--- src/rtl/spiker_adapter_reg_pkg.sv ---
// Shared types and default sizing for the spiker adapter result path.
// The result reader imports this package, and so does its bench.
package spiker_adapter_reg_pkg;

  localparam int RR_WIDTH   = 32;
  localparam int RR_N_OUT   = 10;
  localparam int RR_COUNT_W = 8;
  localparam int RR_STEP_W  = 16;
  localparam int N_RES_REG  = (RR_N_OUT * RR_COUNT_W + RR_WIDTH - 1) / RR_WIDTH;

  typedef enum logic [1:0] {
    ST_IDLE      = 2'd0,
    ST_ACCUM     = 2'd1,
    ST_WRITEBACK = 2'd2
  } rr_state_e;

  typedef logic [RR_N_OUT-1:0][RR_COUNT_W-1:0] cnt_vec_t;

endpackage

--- src/rtl/spiker_spike_counter.sv ---
// Bank of per-neuron saturating spike counters with a synchronous clear.
// A counter that has reached its maximum value holds there and does not wrap.
module spiker_spike_counter #(
  parameter int N_OUT   = 10,
  parameter int COUNT_W = 8
) (
  input  logic                            clk_i,
  input  logic                            rst_ni,
  input  logic                            clr_i,
  input  logic                            en_i,
  input  logic [N_OUT-1:0]                spk_i,
  output logic [N_OUT-1:0][COUNT_W-1:0]   cnt_o
);

  localparam logic [COUNT_W-1:0] CNT_MAX = {COUNT_W{1'b1}};

  always_ff @(posedge clk_i or negedge rst_ni) begin
    if (!rst_ni) begin
      cnt_o <= '0;
    end else if (clr_i) begin
      cnt_o <= '0;
    end else if (en_i) begin
      for (int k = 0; k < N_OUT; k++) begin
        if (spk_i[k] && (cnt_o[k] != CNT_MAX)) begin
          cnt_o[k] <= cnt_o[k] + COUNT_W'(1);
        end
      end
    end
  end

endmodule

--- src/rtl/spiker_result_reader.sv ---
// Accumulates per-neuron spike counts over a programmed number of time steps,
// then writes the packed counts into the result registers and raises an interrupt.
module spiker_result_reader
  import spiker_adapter_reg_pkg::*;
#(
  parameter int WIDTH   = RR_WIDTH,
  parameter int N_OUT   = RR_N_OUT,
  parameter int COUNT_W = RR_COUNT_W,
  parameter int STEP_W  = RR_STEP_W,
  localparam int NRES   = (N_OUT * COUNT_W + WIDTH - 1) / WIDTH,
  localparam int IDX_W  = (NRES > 1) ? $clog2(NRES) : 1
) (
  input  logic              clk_i,
  input  logic              rst_ni,
  input  logic              start_i,
  input  logic [STEP_W-1:0] n_steps_i,
  input  logic [N_OUT-1:0]  spk_i,
  input  logic              spk_valid_i,
  output logic              spk_ready_o,
  output logic [WIDTH-1:0]  res_d_o,
  output logic              res_de_o,
  output logic [IDX_W-1:0]  res_idx_o,
  output logic              busy_o,
  output logic              irq_o,
  input  logic              irq_clr_i
);

  rr_state_e                   state;
  logic [STEP_W-1:0]           steps_tgt;
  logic [STEP_W-1:0]           steps_seen;
  logic [STEP_W-1:0]           steps_nxt;
  logic [IDX_W-1:0]            wr_idx;
  logic                        beat;
  logic                        cnt_clr;
  logic                        last_wr;
  logic [N_OUT-1:0][COUNT_W-1:0] cnt;
  logic [NRES*WIDTH-1:0]       packed_cnt;

  assign spk_ready_o = (state == ST_ACCUM);
  assign busy_o      = (state != ST_IDLE);
  assign beat        = spk_valid_i & spk_ready_o;
  assign cnt_clr     = (state == ST_IDLE) & start_i;
  assign steps_nxt   = steps_seen + STEP_W'(1);
  assign last_wr     = (state == ST_WRITEBACK) && (wr_idx == IDX_W'(NRES - 1));

  spiker_spike_counter #(
    .N_OUT   (N_OUT),
    .COUNT_W (COUNT_W)
  ) u_counter (
    .clk_i  (clk_i),
    .rst_ni (rst_ni),
    .clr_i  (cnt_clr),
    .en_i   (beat),
    .spk_i  (spk_i),
    .cnt_o  (cnt)
  );

  // Counts laid end to end: neuron k lands at flat bit k*COUNT_W, so register r
  // is simply slice r of the zero-extended vector.
  always_comb begin
    packed_cnt = '0;
    packed_cnt[N_OUT*COUNT_W-1:0] = cnt;
  end

  always_comb begin
    res_de_o  = 1'b0;
    res_idx_o = '0;
    res_d_o   = '0;
    if (state == ST_WRITEBACK) begin
      res_de_o  = 1'b1;
      res_idx_o = wr_idx;
      res_d_o   = packed_cnt[WIDTH*32'(wr_idx) +: WIDTH];
    end
  end

  always_ff @(posedge clk_i or negedge rst_ni) begin
    if (!rst_ni) begin
      state      <= ST_IDLE;
      steps_tgt  <= '0;
      steps_seen <= '0;
      wr_idx     <= '0;
      irq_o      <= 1'b0;
    end else begin
      case (state)
        ST_IDLE: begin
          if (start_i) begin
            steps_tgt  <= n_steps_i;
            steps_seen <= '0;
            wr_idx     <= '0;
            state      <= (n_steps_i == '0) ? ST_WRITEBACK : ST_ACCUM;
          end
        end
        ST_ACCUM: begin
          if (beat) begin
            steps_seen <= steps_nxt;
            if (steps_nxt == steps_tgt) state <= ST_WRITEBACK;
          end
        end
        ST_WRITEBACK: begin
          if (last_wr) begin
            wr_idx <= '0;
            state  <= ST_IDLE;
          end else begin
            wr_idx <= wr_idx + IDX_W'(1);
          end
        end
        default: state <= ST_IDLE;
      endcase
      // A completion in the same cycle as a clear leaves the interrupt set.
      if (last_wr)        irq_o <= 1'b1;
      else if (irq_clr_i) irq_o <= 1'b0;
    end
  end

endmodule

--- config.mk ---
export PLATFORM = sky130hd
export DESIGN_NAME = spiker_result_reader
export DESIGN_NICKNAME = d
export VERILOG_FILES = /design/src/rtl/spiker_adapter_reg_pkg.sv /design/src/rtl/spiker_spike_counter.sv /design/src/rtl/spiker_result_reader.sv
export SDC_FILE = /design/constraint.sdc
export NUM_CORES = 1
export LEC_CHECK = 0
export ABC_AREA = 1
export CELL_PAD_IN_SITES_DETAIL_PLACEMENT = 1
export CELL_PAD_IN_SITES_GLOBAL_PLACEMENT = 1
export CORE_MARGIN = 1.5
export CORE_UTILIZATION = 25
export DETAILED_ROUTE_END_ITERATION = 8
export PLACE_DENSITY_LB_ADDON = 0.1
export SLEW_MARGIN = 20
export SYNTH_ARGS = -nofsm -noshare
export SYNTH_HDL_FRONTEND = slang
export SYNTH_SLANG_ARGS = --single-unit
--- constraint.sdc ---
create_clock -name clk_i -period 1.7 [get_ports clk_i]
set_input_delay 0.255 -clock clk_i [delete_from_list [all_inputs] [get_ports clk_i]]
set_output_delay 0.255 -clock clk_i [all_outputs]
set_load 0.01 [all_outputs]
==> flow_metrics.tcl <==
set metrics [dict create \
    status "complete, but fails checks" \
    violations "negative setup slack" \
    yosysWarnings 0 \
    vias_per_cell 4.65 \
    nFillCells 3158 \
    synth-adder-area-share_pct 1.98 \
    synth_xor_area_share_pct 0.253 \
    leakage_nw 5.45 \
    synth_top_family_by_area "simple AND/OR/NAND/NOR gates" \
    htreeDepth 4 \
    cts_tree "done" \
    placed_cell_area_mm2 0.00930 \
    die_w_um 170 \
    dieArea_mm2 0.0288 \
    finalCritPeriodShare_pct 117 \
    core_area_mm2 0.0271 \
    fin_area_mm2 0.0123 \
    num_vias 7558 \
    first_pass_iters 4 \
    power.total_mw 16.5 \
    path_delay_family "simple AND/OR/NAND/NOR gates" \
    final_util_pct 45.3 \
    p_per_area_mw_per_mm2 1340 \
    synth_common_cells "208 x nand2_1, 125 x inv_1, 117 x dfrtp_1" \
    syn_inst 945 \
    routedWlPerCell_um 16.5 \
    fp.dieH_um 170 \
    async_flop_share_pct 100 \
    tightest_slew_ns 0.660 \
    detail-route-antenna-nets 0 \
    drt_iter0_drc 246 \
    syn-num-nets 987 \
    grt_pass1_vias 7825 \
    yosysMostFrequentCell "nand2_1" \
    portBuffers 68 \
    startpoint_type "register" \
    postLayoutSetupSlackWorst_ns -0.287 \
    ys_ff_latch 117 \
    drt_wl_total_mm 26.7 \
    crit_path_top_delay_cell "dfrtp_1" \
    maxCapViolations 0 \
    slew_viol_final 0 \
    place_ws_ns -0.432 \
    antenna_found_initial 0 \
    fmax_ghz 0.503 \
    grt_use_total_pct 17.8 \
    final-seq-area_mm2 0.00293 \
    ys_top_cells_by_area "dfrtp_1 42%, nand2_1 11%, inv_1 6.8%, nand3_1 6.0%, o21ai_0 5.9%" \
    synth_area_leader_cell "dfrtp_1" \
    synth.top_cell.area_share_pct 42.2 \
    crit_type "register to register" \
    rsz0062_at_grt "yes" \
    grt_max_degree 37 \
    io_pins 69 \
    clock-sinks 117 \
    ir_drop_mv 0.788 \
    cp_cell_sequence "buf_6 > ha_4 > nand2_8 > nand2_2 > nand2_2 > nand2_1 > nor2_2 > nand3_2 > nor2_1 > nand2_1 > nor2_2 > nand3_2 > nand2_2 > nand2_2 > nand2_1 > nand2_1" \
    path_max_fanout 4 \
    critPathBufInv 1 \
    syn2layout_area_growth_pct 77.1 \
    seq_area_frac_synth_pct 42.2 \
    cts_root_buf "clkbuf_16" \
    grt_first_pass_wirelength_mm 40.3 \
    cp-end-kind "register" \
    drive_gt1_share_pct 46.2 \
    clk_pin_slew_worst_paths_ns 0.06 \
    final-setup-viol-count 66 \
    multi_input_area_mm2 0.00495 \
    syn_area_mm2 0.00694 \
    drc 0 \
    slew_headroom_pct 55.6 \
    cpPeakStageDelay_ns 0.40 \
    synth_edf_count 0 \
    grt_overflow_total 0 \
    avgSynthCellArea_um2 7.34 \
    worst_skew_pair.late_latency_ns 0.43 \
    place_hpwl_mm 17.6 \
    clk_path_buf_depth 2 \
    cp_data_arrival_time_ns 2.29 \
    hp-class "input pin to async pin" \
    start_util_pct 25.6 \
    synth-simple-area-share_pct 32.4 \
    yosys.cell_types.count 36 \
    finClkSkew_ns 0.0186 \
    period_needed_ns 1.99 \
    rows 60 \
    hold_viol 0 \
    nNetsFinal 1282 \
    diodes 0 \
    synth_ff_type "dfrtp_1" \
    synth_compound_area_share_pct 14.4 \
    gp_congestion 0.770 \
    cts_buffers 17 \
    required_ns 2.00 \
    synthMuxAreaShare_pct 0 \
]
[cells in the final DEF, fill, tap and decap left out, types with 6 or more instances in the layout]
cell type and count:
ha_2 7, inv_1 117, buf_4 163, o21ai_0 39, clkdlybuf4s50_1 30, a21oi_4 12, nand3_2 25, nand2_1 153
buf_6 63, nor3_4 7, o21ai_2 14, buf_12 11, nor3_2 20, clkbuf_16 22, nor2_2 10, nor3_1 17
nand4_1 19, o21ai_1 30, o22ai_1 8, nand3b_1 6, nand3_1 54, nand2_4 29, buf_2 21, nand3_4 10
nand2_8 9, a21oi_2 20, nor2_1 45, dfrtp_1 112, nand2_2 40, nor2_4 31, a21oi_1 33
[layout make-up]
class / count / area share (%)
Clock buffer: 20 / 3.72
Clock inverter: 12 / 1.64
Inverter: 127 / 4.04
Multi-Input combinational cell: 677 / 40.3
Sequential cell: 117 / 23.9
Tap cell: 372 / 3.79
Timing Repair Buffer: 299 / 22.6
Timing Repair inverter: 1 / 0.0509
[report_power, final]
| part | switching, mW | internal, mW |
|---|---|---|
| clock | 1.44 | 2.68 |
| sequential | 0.590 | 3.42 |
| combinational | 4.51 | 3.82 |
| total | 6.54 | 9.91 |
[state kept, by name, indices dropped and copies added (netlist names)]
| register | cells |
|---|---|
| steps_seen | 16 |
| u_counter.cnt_o | 80 |
| wr_idx | 2 |
| irq_o | 1 |
| steps_tgt | 16 |
| state | 2 |
[stage by stage]
stage,cells,TNS (ns),hold slack (ns)
detailed placement,1527,-32.71,0.209
finish,1625,-9.29,0.304
CTS,1584,-8.62,0.304
floorplan,945,-0.147,-0.0406
global route,1625,-15.40,0.328
global placement,1527,-30.17,0.215
[kinds of logic after synthesis]
| logic type | Yosys count |
|---|---|
| flip-flops | 117 |
| buffers and inverters | 153 |
| XOR/XNOR | 2 |
| AO/OA/AOI/OAI | 181 |
| AND/OR/NAND/NOR | 481 |
| adder cells (fa/ha/maj) | 11 |
[what timing repair did]
action,4_1_cts,5_1_grt
setup buffers,26,47
hold buffers,1,0
setup endpoints to repair,92,115
pin swaps,41,109
endpoints found under the hold margin,19,0
resized for setup,285,339
gates cloned,1,8
[layer usage]
layer  vias to the layer above  routed length, µm  track usage [%]
met5                         -                  0                0
met4                         0                376             4.42
met3                        25                670             2.92
met2                        70              13800             31.6
met1                      3717              11900             22.4
li1                       3746                  -                -
[final timing paths]
kind / from / endpoint / slack, ns / depth (start not counted)
worst max-delay path: steps_seen[0]$_DFFE_PN0P_ / state[0]$_DFFE_PN0P_ / -0.29 / 16
worst min-delay path: rst_ni / steps_tgt[3]$_DFFE_PN0P_ / 0.30 / 2
worst max register to register: steps_seen[0]$_DFFE_PN0P_ / state[0]$_DFFE_PN0P_ / -0.29 / 16
worst min register to register: u_counter.cnt_o[37]$_DFFE_PN0P_ / u_counter.cnt_o[37]$_DFFE_PN0P_ / 0.49 / 1
max in group asynchronous: rst_ni / u_counter.cnt_o[46]$_DFFE_PN0P_ / 0.85 / 3
min in group clk_i: irq_clr_i / irq_o$_DFFE_PN0P_ / 0.38 / 2
No activity file was read; power rests on OpenSTA's default activity.
